===== config.mk =====
export PLATFORM = sky130hd
export DESIGN_NAME = lifegame_gen_sched
export DESIGN_NICKNAME = d
export VERILOG_FILES = /design/src/rtl/lifegame_pkg.sv /design/src/rtl/lifegame_frame_div.sv /design/src/rtl/lifegame_gen_sched.sv
export SDC_FILE = /design/constraint.sdc
export NUM_CORES = 1
export LEC_CHECK = 0
export CAP_MARGIN = 40
export CELL_PAD_IN_SITES_DETAIL_PLACEMENT = 1
export CELL_PAD_IN_SITES_GLOBAL_PLACEMENT = 1
export CORE_MARGIN = 4
export CORE_UTILIZATION = 40
export CTS_BUF_LIST = sky130_fd_sc_hd__clkbuf_2
export CTS_CLUSTER_SIZE = 14
export DETAILED_ROUTE_END_ITERATION = 8
export PLACE_DENSITY_LB_ADDON = 0.15
export REMOVE_ABC_BUFFERS = 1
export SLEW_MARGIN = 10
export SYNTH_ARGS = -nofsm -noshare
export SYNTH_HDL_FRONTEND = slang
export SYNTH_SLANG_ARGS = --single-unit

===== constraint.sdc =====
create_clock -name clk -period 3.3 [get_ports clk]
set_input_delay 0.495 -clock clk [delete_from_list [all_inputs] [get_ports clk]]
set_output_delay 0.495 -clock clk [all_outputs]
set_load 0.005 [all_outputs]

===== src/rtl/lifegame_pkg.sv =====
// Shared types and grid geometry for the lifegame core.
// Holds the scheduler state encoding used by lifegame_gen_sched.
// Grid constants are shared with the compute engine and the cell RAM.
package lifegame_pkg;

    typedef enum logic [1:0] {
        IDLE      = 2'd0,
        START     = 2'd1,
        RUN       = 2'd2,
        SWAP_WAIT = 2'd3
    } sched_state_t;

    localparam int GRID_W      = 80;
    localparam int GRID_H      = 60;
    localparam int CELL_ADDR_W = 13;

endpackage


===== src/rtl/lifegame_frame_div.sv =====
// Frame divider: counts displayed frames while running and raises a trigger.
// Latency: trigger is combinational with the vsync_start that wraps the count.
// No backpressure; a trigger is a single-cycle pulse and is never held.
module lifegame_frame_div #(
    parameter int FRAMES_PER_GEN = 30
) (
    input  logic clk,
    input  logic rst,
    input  logic run,
    input  logic vsync_start,
    output logic frameTrig
);

    localparam logic [7:0] LAST_FRAME = 8'(FRAMES_PER_GEN - 1);

    logic [7:0] fcnt;

    assign frameTrig = run & vsync_start & (fcnt == LAST_FRAME);

    // Frame count: held at zero while stopped, wraps on the last frame of a generation
    always_ff @(posedge clk) begin
        if (!rst) begin
            fcnt <= 8'd0;
        end else if (!run) begin
            fcnt <= 8'd0;
        end else if (vsync_start) begin
            if (fcnt == LAST_FRAME) begin
                fcnt <= 8'd0;
            end else begin
                fcnt <= fcnt + 8'd1;
            end
        end
    end

endmodule


===== src/rtl/lifegame_gen_sched.sv =====
// Generation scheduler: launches the engine, arbitrates the cell RAM, swaps banks at frame start.
// Latency: eng_start two cycles after a trigger; bank swap visible one cycle after vsync_start.
// VGA fetch always wins the RAM port; the engine holds eng_req until eng_gnt.
module lifegame_gen_sched
    import lifegame_pkg::*;
#(
    parameter int FRAMES_PER_GEN = 30,
    parameter int GEN_CNT_W      = 16
) (
    input  logic                 clk,
    input  logic                 rst,
    input  logic                 run,
    input  logic                 step,
    input  logic                 vsync_start,
    input  logic                 vga_req,
    input  logic                 eng_req,
    input  logic                 eng_done,
    input  logic                 clr_ovr,
    output logic                 eng_start,
    output logic                 eng_gnt,
    output logic                 rd_bank,
    output logic [GEN_CNT_W-1:0] gen_count,
    output logic                 busy,
    output logic                 overrun
);

    sched_state_t state;
    sched_state_t nextState;

    logic frameTrig;
    logic trig;
    logic trigAccept;
    logic pending;
    logic doSwap;

    lifegame_frame_div #(
        .FRAMES_PER_GEN(FRAMES_PER_GEN)
    ) u_frame_div (
        .clk         (clk),
        .rst         (rst),
        .run         (run),
        .vsync_start (vsync_start),
        .frameTrig   (frameTrig)
    );

    // A step and a frame trigger in the same cycle merge into one request
    assign trig = frameTrig | step;

    // A request can only be queued when no generation is in flight, or at the
    // exact frame boundary that retires the current one
    assign trigAccept = (state == IDLE) || ((state == SWAP_WAIT) && vsync_start);

    assign doSwap = (state == SWAP_WAIT) && vsync_start;

    assign eng_gnt = eng_req & ~vga_req & (state == RUN);
    assign busy    = (state != IDLE);

    // State register
    always_ff @(posedge clk) begin
        if (!rst) begin
            state <= IDLE;
        end else begin
            state <= nextState;
        end
    end

    // Next-state decode; eng_done outside RUN falls through to the default hold
    always_comb begin
        nextState = state;
        case (state)
            IDLE:      if (pending)     nextState = START;
            START:                      nextState = RUN;
            RUN:       if (eng_done)    nextState = SWAP_WAIT;
            SWAP_WAIT: if (vsync_start) nextState = IDLE;
            default:                    nextState = IDLE;
        endcase
    end

    // Pending request: a new accepted trigger wins over the consume in IDLE
    always_ff @(posedge clk) begin
        if (!rst) begin
            pending <= 1'b0;
        end else if (trig && trigAccept) begin
            pending <= 1'b1;
        end else if ((state == IDLE) && pending) begin
            pending <= 1'b0;
        end
    end

    // Registered start pulse, high exactly while the FSM sits in START
    always_ff @(posedge clk) begin
        if (!rst) begin
            eng_start <= 1'b0;
        end else begin
            eng_start <= (nextState == START);
        end
    end

    // Bank swap and generation count, only at frame start so the display never tears
    always_ff @(posedge clk) begin
        if (!rst) begin
            rd_bank   <= 1'b0;
            gen_count <= '0;
        end else if (doSwap) begin
            rd_bank   <= ~rd_bank;
            gen_count <= gen_count + GEN_CNT_W'(1);
        end
    end

    // Sticky overrun: a dropped trigger beats a simultaneous clear
    always_ff @(posedge clk) begin
        if (!rst) begin
            overrun <= 1'b0;
        end else if (trig && !trigAccept) begin
            overrun <= 1'b1;
        end else if (clr_ovr) begin
            overrun <= 1'b0;
        end
    end

endmodule

Yosys cells after proc, flatten, opt, wreduce, memory -nomap -nowiden
Cells that the tools add are included.
{"block": "word_totals", "reg_bits": 30, "latch_bits": 0, "ram_bits": 0, "mem_bits_ro": 0, "input_bits": 9, "output_inout_bits": 21, "wordCells": 41, "memories": 0}
{"block": "classes", "n_addsub": 2, "multipliers": 0, "div_mod_pow": 0, "order_cmp": 0, "eq_ne": 5, "shifts": 0, "n_mux": 9, "n_bitwise": 7, "n_reduce_logical": 11}
{"cell": "adder 16 x 1 -> 16 bit (second input constant)", "count": 1}
{"cell": "adder 8 x 1 -> 8 bit (second input constant)", "count": 1}
{"cell": "== test 8 x 5 -> 1 bit (second input constant)", "count": 1}
{"cell": "2-to-1 mux 8 bit", "count": 1}
{"cell": "case mux 2 bit (4 select lines)", "count": 1}
{"cell": "2-to-1 mux 2 bit", "count": 3}
{"cell": "nonzero test 2 bit", "count": 3}
{"cell": "bitwise AND 1 bit", "count": 4}
{"cell": "== test 2 x 1 -> 1 bit (second input constant)", "count": 2}
{"cell": "== test 2 bit (second input constant)", "count": 2}
{"cell": "logical AND 1 bit", "count": 4}
{"cell": "2-to-1 mux 1 bit", "count": 4}
{"cell": "zero test 2 bit", "count": 1}
{"cell": "inverter 1 bit", "count": 2}
{"cell": "AND reduction 2 bit", "count": 1}
{"cell": "zero test 1 bit", "count": 1}
{"cell": "logical OR 1 bit", "count": 1}
{"cell": "OR 1 bit", "count": 1}

Longest topological paths before layout
Gate-level depths: netlist of the first run.
{"block": "depth", "ltp_word": 6, "mapped_depth": 6, "depth_no_buf": 6}

By module
From an unflattened synthesis of the first run, not the netlist that was laid out.
{"block": "hier_totals", "cells_unflattened": 158, "area_unflattened_um2": 1403.8}
{"module": "lifegame_gen_sched", "instances": 1, "cells_per_inst": 108, "area_per_inst_um2": 952.2, "seq_area_each_um2": 440.4}
{"module": "lifegame_frame_div", "instances": 1, "cells_per_inst": 50, "area_per_inst_um2": 451.7, "seq_area_each_um2": 160.2}

Worst setup path after synthesis of the first run
No wires, ideal clock.
{"block": "synth_timing", "kind": "input port to flip-flop", "startpoint": "input port vsync_start", "endpoint": "register gen_count[15]", "setup_time_ns": 0.115, "arrival_ns": 1.330, "setup_slack_ns": 1.856, "path_stages": 5, "path_buffers": 1, "path_cell_list": "and4_1 -> buf_6 -> nand3_4 -> o31a_1 -> o21a_1"}
{"block": "synth_via", "elab_chain_cells": 1}
{"item": "from (decl)", "line_no": "lifegame_gen_sched.sv:14", "source": "input logic vsync_start,"}
{"item": "logical AND 1 bit", "line_no": "lifegame_gen_sched.sv:53", "source": "assign doSwap = (state == SWAP_WAIT) && vsync_start;"}
{"item": "to (signal assigned)", "line_no": "lifegame_gen_sched.sv:106", "source": "gen_count <= gen_count + GEN_CNT_W'(1);"}
{"item": "to (decl)", "line_no": "lifegame_gen_sched.sv:22", "source": "output logic [GEN_CNT_W-1:0] gen_count,"}
No other way between the ends.
A chain may end at the register's enable or synchronous reset.

Worst setup path after layout of the first run
{"block": "layout_timing", "startpoint": "input port eng_req", "endpoint": "output port eng_gnt"}
{"block": "layout_via", "elab_chain_cells": 2}
{"item": "from (decl)", "line_no": "lifegame_gen_sched.sv:16", "source": "input logic eng_req,"}
{"item": "bitwise AND 1 bit (2 in a row)", "line_no": "lifegame_gen_sched.sv:55", "source": "assign eng_gnt = eng_req & ~vga_req & (state == RUN);"}
{"item": "to (decl)", "line_no": "lifegame_gen_sched.sv:20", "source": "output logic eng_gnt,"}
No other way between the ends.

==> results of run 1 <==
==> through the flow <==
stage          std cells  util [%]  cell area, um2
2_1_floorplan        146         -            1330
3_3_place_gp         219      53.0            1670
3_5_place_dp         219      53.0            1670
4_1_cts              227      54.2            1710
5_1_grt              227      54.2            1710
6_report             227      54.2            1710
==> sequential cells by signal (all words and copies together), names as in the netlist <==
name	flops
overrun	1
state	2
pending	1
gen_count	16
u_frame_div.fcnt	8
rd_bank	1
eng_start	1
==> worst register-to-register path, cell delays in order (launching register included) <==
cell     delay [ns]
dfxtp_1        0.50
and4_1         0.42
nand3_4        0.13
o31a_1         0.32
o21a_1         0.19
==> routing by layer <==
| layer | vias up | wire length (um) | global-route usage [%] |
|---|---|---|---|
| met1 | 566 | 1460 | 18.7 |
| met4 | 0 | 53 | 5.58 |
| li1 | 586 | - | - |
| met5 | - | 0 | 0 |
| met2 | 26 | 1630 | 30.0 |
| met3 | 6 | 120 | 5.90 |
==> power by group through the flow <==
stage,clock (mW),sequential (mW),combinational [mW]
global placement,0,0.384,0.0471
CTS,0.186,0.376,0.0490
floorplan,0,0.382,0.0220
global route,0.209,0.378,0.0538
detailed placement,0,0.384,0.0486
finish,0.179,0.376,0.0483
==> area by class of cell <==
class,instances,area [um2],area share (%)
flip-flops and latches,30,601,35.1
inverters,3,11.3,0.659
multi-input cells,113,713,41.7
clock inverters,2,8.76,0.512
well taps,44,55.1,3.22
repair buffers,29,290,17.0
clock buffers,6,30.0,1.76
==> synth_stat cells <==
library cell	instances	area share (%)
dfxtp_1	30	44
nor2_1	21	5.7
nand2_1	13	3.6
xor2_1	11	7.0
nand3_1	9	3.3
and2_1	6	2.7
nand4_1	6	2.7
xnor2_1	6	3.8
a21oi_1	4	1.5
and3_1	4	1.8
and4_1	3	1.9
clkbuf_1	3	0.82
ha_1	3	2.7
mux2i_1	3	2.2
o21ai_0	3	1.1
or3_1	3	1.4
buf_6	2	1.6
inv_1	2	0.55
nand2b_1	2	0.91
nor4_1	2	0.91
a211oi_1	1	0.55
a31oi_1	1	0.46
buf_2	1	0.36
buf_4	1	0.55
clkinv_1	1	0.27
nand3_2	1	0.73
nand3_4	1	1.3
nor3_1	1	0.36
nor3b_1	1	0.55
nor4b_1	1	0.64
nor4bb_1	1	0.73
o21a_1	1	0.55
o22a_1	1	0.64
o22ai_1	1	0.46
o2bb2ai_1	1	0.64
o31a_1	1	0.64
or2_2	1	0.46
==> placed cells by master, fill, tap and decap left out, types with 2 or more instances in the layout <==
cell type	count
a21oi_1	4
and2_1	6
and3_1	4
and4_1	3
clkbuf_2	6
clkdlybuf4s50_1	29
clkinv_1	2
dfxtp_1	30
ha_1	3
inv_1	2
mux2i_1	3
nand2_1	13
nand2b_1	2
nand3_1	9
nand4_1	6
nor2_1	21
nor4_1	2
o21ai_0	3
or3_1	3
xnor2_1	6
xor2_1	11
==> logic make-up (layout without fill, tap and decap cells) <==
group / count (synthesis) / after routing / share of synthesized area, %
AO/OA/AOI/OAI: 14 / 14 / 6.48
adder cells (fa/ha/maj): 3 / 3 / 2.74
XOR/XNOR: 17 / 17 / 10.9
flip-flops: 30 / 30 / 43.8
AND/OR/NAND/NOR: 76 / 76 / 29.7
multiplexers: 3 / 3 / 2.19
buffers and inverters: 10 / 40 / 4.20
==> final timing paths <==
| check | from | end | slack [ns] |
|---|---|---|---|
| worst min register to register | gen_count[12] | gen_count[12] | 0.51 |
| worst max-delay path | eng_req | eng_gnt | 1.04 |
| worst max register to register | state[1] | gen_count[15] | 1.67 |
| worst min-delay path | gen_count[12] | gen_count[12] | 0.51 |
==> impl_metrics.csv, run 1 <==
group,metric,value,unit
clock_tree,clk_pin_slew,0.16,ns
cells_and_area,diodes,0,
pwr,clkPwrFrac,29.7,%
clock_tree,cts-resized-gates,0,
timing,worst_pin_slew,0.498,ns
synthesis,postSynthAreaPerCell,8.96,um2
global_route,grt_max_degree,18,
drt,dr.pass1.iters,4,
floorplan,die_area,4430,um2
pwr,power.total,604,uW
status,status,"finished, final reports clean",
setup_path,path_buf_inv,2,
drt,vias,1184,
flow_run,drv_cap,0,
cells_and_area,fillerInstances,391,
setup_path,cp_cell_sequence,"clkdlybuf4s50_1, nor4bb_1, clkdlybuf4s50_1",
timing,hold_slack,0.507,ns
setup_path,worst_setup_path_start_kind,"primary input",
pwr,intPower,448,uW
cells_and_area,area_growth_syn_to_layout,24.6,%
clock_tree,cts_setup_buffers,0,
timing,maxSlewHeadroom,66.6,%
setup_path,path_depth,3,
timing,max_freq,442,MHz
cells_and_area,drive_gt1_share,5.46,%
pwr,power_frac_comb,8.0,%
timing,rsz0062_at_grt,"false",
timing,min_period,2.26,ns
setup_path,crit_type,"in2out",
clock_tree,cts_hold_buf,0,
timing,fin_crit_sh,68.6,%
setup_path,r2r_cells,4,
pwr,ir_worst_vdd,206,uV
setup_path,cpMaxStageDelayCell,"clkdlybuf4s50_1",
setup_path,cp_top_family,"buffers and inverters",
synthesis,synth_cells,153,
setup_path,crit_path_max_incr_delay,0.55,ns
drt,drc,0,
clock_tree,cts_buffer_depth,2,
placed_design,pre_cts_slack,0.893,ns
setup_path,end_kind,"primary output",
pwr,swShare,25.8,%
synthesis,ys.warnings.count,0,
drt,wl,3270,um
clock_tree,cts_tree,"yes",
worst_hold_path,min-delay-path-class,"reg2reg",
global_route,grt_remaining_overflow,0,
pwr,leakage,0.605,nW
timing,setup_viol,0,
drt,viasPerCell,5.22,
floorplan,start_util,43.5,%
timing,slew_violations,0,
global_route,track_usage,16.9,%
timing,timing.final.ws_setup,1.04,ns
setup_path,crit_arrival,1.77,ns
pwr,pwr_density_cell,353,nW/um2
drt,drt_iter0_drc,47,
floorplan,chipHeight,66.6,um
setup_path,crit_path_max_fanout,1,
setup_path,crit_top_cell,"clkdlybuf4s50_1",
worst_hold_path,min_path_cells,2,
placed_design,hpwl,2520,um
clock_tree,cts-root-buf,"clkbuf_2",
clock_tree,clock_latency,0.36,ns
drt,ant_nets,0,
cells_and_area,nets,194,
timing,hold_viol,0,
floorplan,num_io_pins,30,
synthesis,synth_seq_cells,30,
floorplan,core_area,3150,um2
timing,clock_skew,0.0154,ns
clock_tree,cts_max_level,2,
synthesis,seq_area_frac_synth,43.8,%
pwr,seq_power_share,62.3,%
pwr,switchingPower,156,uW
placed_design,gp_congestion,0.743,
clock_tree,numCtsBuffers,5,
clock_tree,numClockSinks,30,
synthesis,syn_area,1370,um2
floorplan,rows,20,
setup_path,required,2.80,ns
floorplan,die-width,66.6,um
global_route,antenna_found_initial,0,
placed_design,io_buffers,29,
timing,setup-tns-final,0,ns
global_route,grt_pass1_wl,5650,um
global_route,grt_pass1_vias,1225,
drt,post_drt_wl_per_cell,14.4,um
synthesis,yosysUniqueCellTypes,37,
No activity file was read; power rests on OpenSTA's default activity.
==> run 2: changes to the inputs <==
CORE_UTILIZATION = 39   (was 40)
clock period = 2.1 ns   (was 3.3 ns; I/O delays follow)
==> run 2 against run 1 <==
Flip-flop and latch count unchanged. Sequential power rose by 58%. Register-to-register slack worse by 1.1 ns. Largest cell class unchanged. Sequential share of layout area decreased by 0.68 points. Hold slack better by 0.0023 ns. Clock power grew 59%. Via count rose by 1.3%. First-iteration DRC count decreased by 2.1%. Critical endpoint unchanged. Clock skew grew 0.00064 ns. Final area grew 2.2%.
==> impl_metrics.csv, run 2 (synthesized netlist as in run 1, its figures left out) <==
group,metric,value,unit
timing,worst_pin_slew,0.432,ns
pwr,leakage,0.629,nW
worst_hold_path,min-delay-path-class,"reg2reg",
global_route,busiest_layer,"met2",
timing,setup-tns-final,0,ns
floorplan,start_util,40.8,%
timing,fin_crit_sh,93.0,%
setup_path,cp_cell_sequence,"nor4bb_1, clkdlybuf4s50_1",
pwr,pwr_density_cell,549,nW/um2
cells_and_area,diodes,0,
placed_design,gp_congestion,0.772,
clock_tree,clk_pin_slew,0.17,ns
clock_tree,cts_setup_buffers,0,
floorplan,core_area,3360,um2
setup_path,path_depth,2,
setup_path,crit_type,"reg2out",
setup_path,crit_path_max_incr_delay,0.55,ns
flow_run,drv_cap,0,
drt,drc,0,
setup_path,end_kind,"primary output",
worst_hold_path,min_path_cells,2,
cells_and_area,top_register,"gen_count",
global_route,grtUsageMet2,28.6,%
drt,vias,1199,
global_route,grt_use_met1,19.6,%
timing,min_period,1.95,ns
drt,wl,3330,um
global_route,use_met3,4.49,%
setup_path,crit_arrival,1.64,ns
timing,hold_viol,0,
global_route,track_usage,17.1,%
timing,rsz0062_at_grt,"false",
setup_path,worst_setup_path_start_kind,"flip-flop",
setup_path,crit_path_max_fanout,9,
clock_tree,cts_tree,"yes",
clock_tree,numClockSinks,30,
global_route,antenna_found_initial,0,
drt,drt_iter0_drc,46,
cells_and_area,largestRegisters,"gen_count x16, u_frame_div.fcnt x8, state x2",
timing,clock_skew,0.0160,ns
cells_and_area,final_cell_mix,"dfxtp_1, clkdlybuf4s50_1, nor2_1",
timing,setup_viol,0,
drt,viasPerCell,5.15,
setup_path,cp_top_family,"buffers and inverters",
placed_design,io_buffers,29,
global_route,grt_pass1_wl,5710,um
global_route,grt_max_degree,12,
setup_path,r2r_cells,4,
floorplan,rows,21,
timing,maxSlewHeadroom,70.8,%
global_route,grt_pass1_vias,1215,
floorplan,die_area,4530,um2
placed_design,hpwl,2580,um
clock_tree,cts_buffer_depth,2,
cells_and_area,largest_reg_flops,16,
cells_and_area,drive_gt1_share,8.56,%
floorplan,chipHeight,67.3,um
drt,post_drt_wl_per_cell,14.3,um
cells_and_area,area_growth_syn_to_layout,27.4,%
timing,slew_violations,0,
status,status,"finished, final reports clean",
clock_tree,numCtsBuffers,5,
drt,dr.pass1.iters,4,
floorplan,num_io_pins,30,
cells_and_area,final_util,51.9,%
floorplan,die-width,67.3,um
clock_tree,clock_latency,0.37,ns
clock_tree,cts-root-buf,"clkbuf_2",
global_route,grt_remaining_overflow,0,
setup_path,path_buf_inv,1,
pwr,ir_worst_vdd,319,uV
cells_and_area,nets,199,
setup_path,cpMaxStageDelayCell,"clkdlybuf4s50_1",
timing,max_freq,512,MHz
drt,ant_nets,0,
setup_path,required,1.78,ns
clock_tree,cts_max_level,2,
-- run 2: what timing repair did --
action	CTS	global route
resized for setup	0	1
hold endpoints to repair	0	0
setup endpoints to repair	0	1
hold buffers	0	0
-- run 2: final timing paths --
kind	endpoint	from	slack [ns]
hold / removal	gen_count[12]	gen_count[12]	0.51
setup reg to reg	gen_count[15]	state[0]	0.53
hold reg to reg	gen_count[12]	gen_count[12]	0.51
setup / recovery	eng_gnt	state[0]	0.15
-- run 2: power breakdown --
part / internal [mW] / leakage [nW] / total (mW) / switching (mW)
clock network: 0.0721 / 0.0286 / 0.284 / 0.212
registers: 0.580 / 0.243 / 0.593 / 0.0128
logic: 0.0471 / 0.357 / 0.0817 / 0.0346
-- run 2: worst register-to-register path, cell delays in order (launching register included) --
cell and delay [ns]:
dfxtp_1 0.51, and4_1 0.36, nand3_4 0.13, o31a_1 0.33, o21a_1 0.18
-- run 2: final cells by class --
class | count | area (um2)
Clock buffer | 5 | 25.0
Clock inverter | 2 | 10.0
Fill cell | 425 | 1620
Inverter | 3 | 11.3
Multi-Input combinational cell | 113 | 713
Sequential cell | 30 | 602
Tap cell | 46 | 57.6
Timing Repair Buffer | 34 | 328
-- run 2: stage by stage --
stage	hold slack [ns]	instances	worst slack, ns	total power, mW	cell area, um2
3_5_place_dp	0.492	226	0.223	0.687	1710
5_1_grt	0.555	233	0.0352	1.01	1750
2_1_floorplan	0.410	146	0.648	0.636	1330
4_1_cts	0.513	233	0.0781	0.969	1750
6_report	0.509	233	0.146	0.959	1750
3_3_place_gp	0.477	226	0.217	0.683	1710
-- run 2: per-layer routing --
layer	wire [um]	up-vias
li1	-	597
met1	1450	566
met2	1650	27
met3	138	9
met4	86	0
met5	0	-
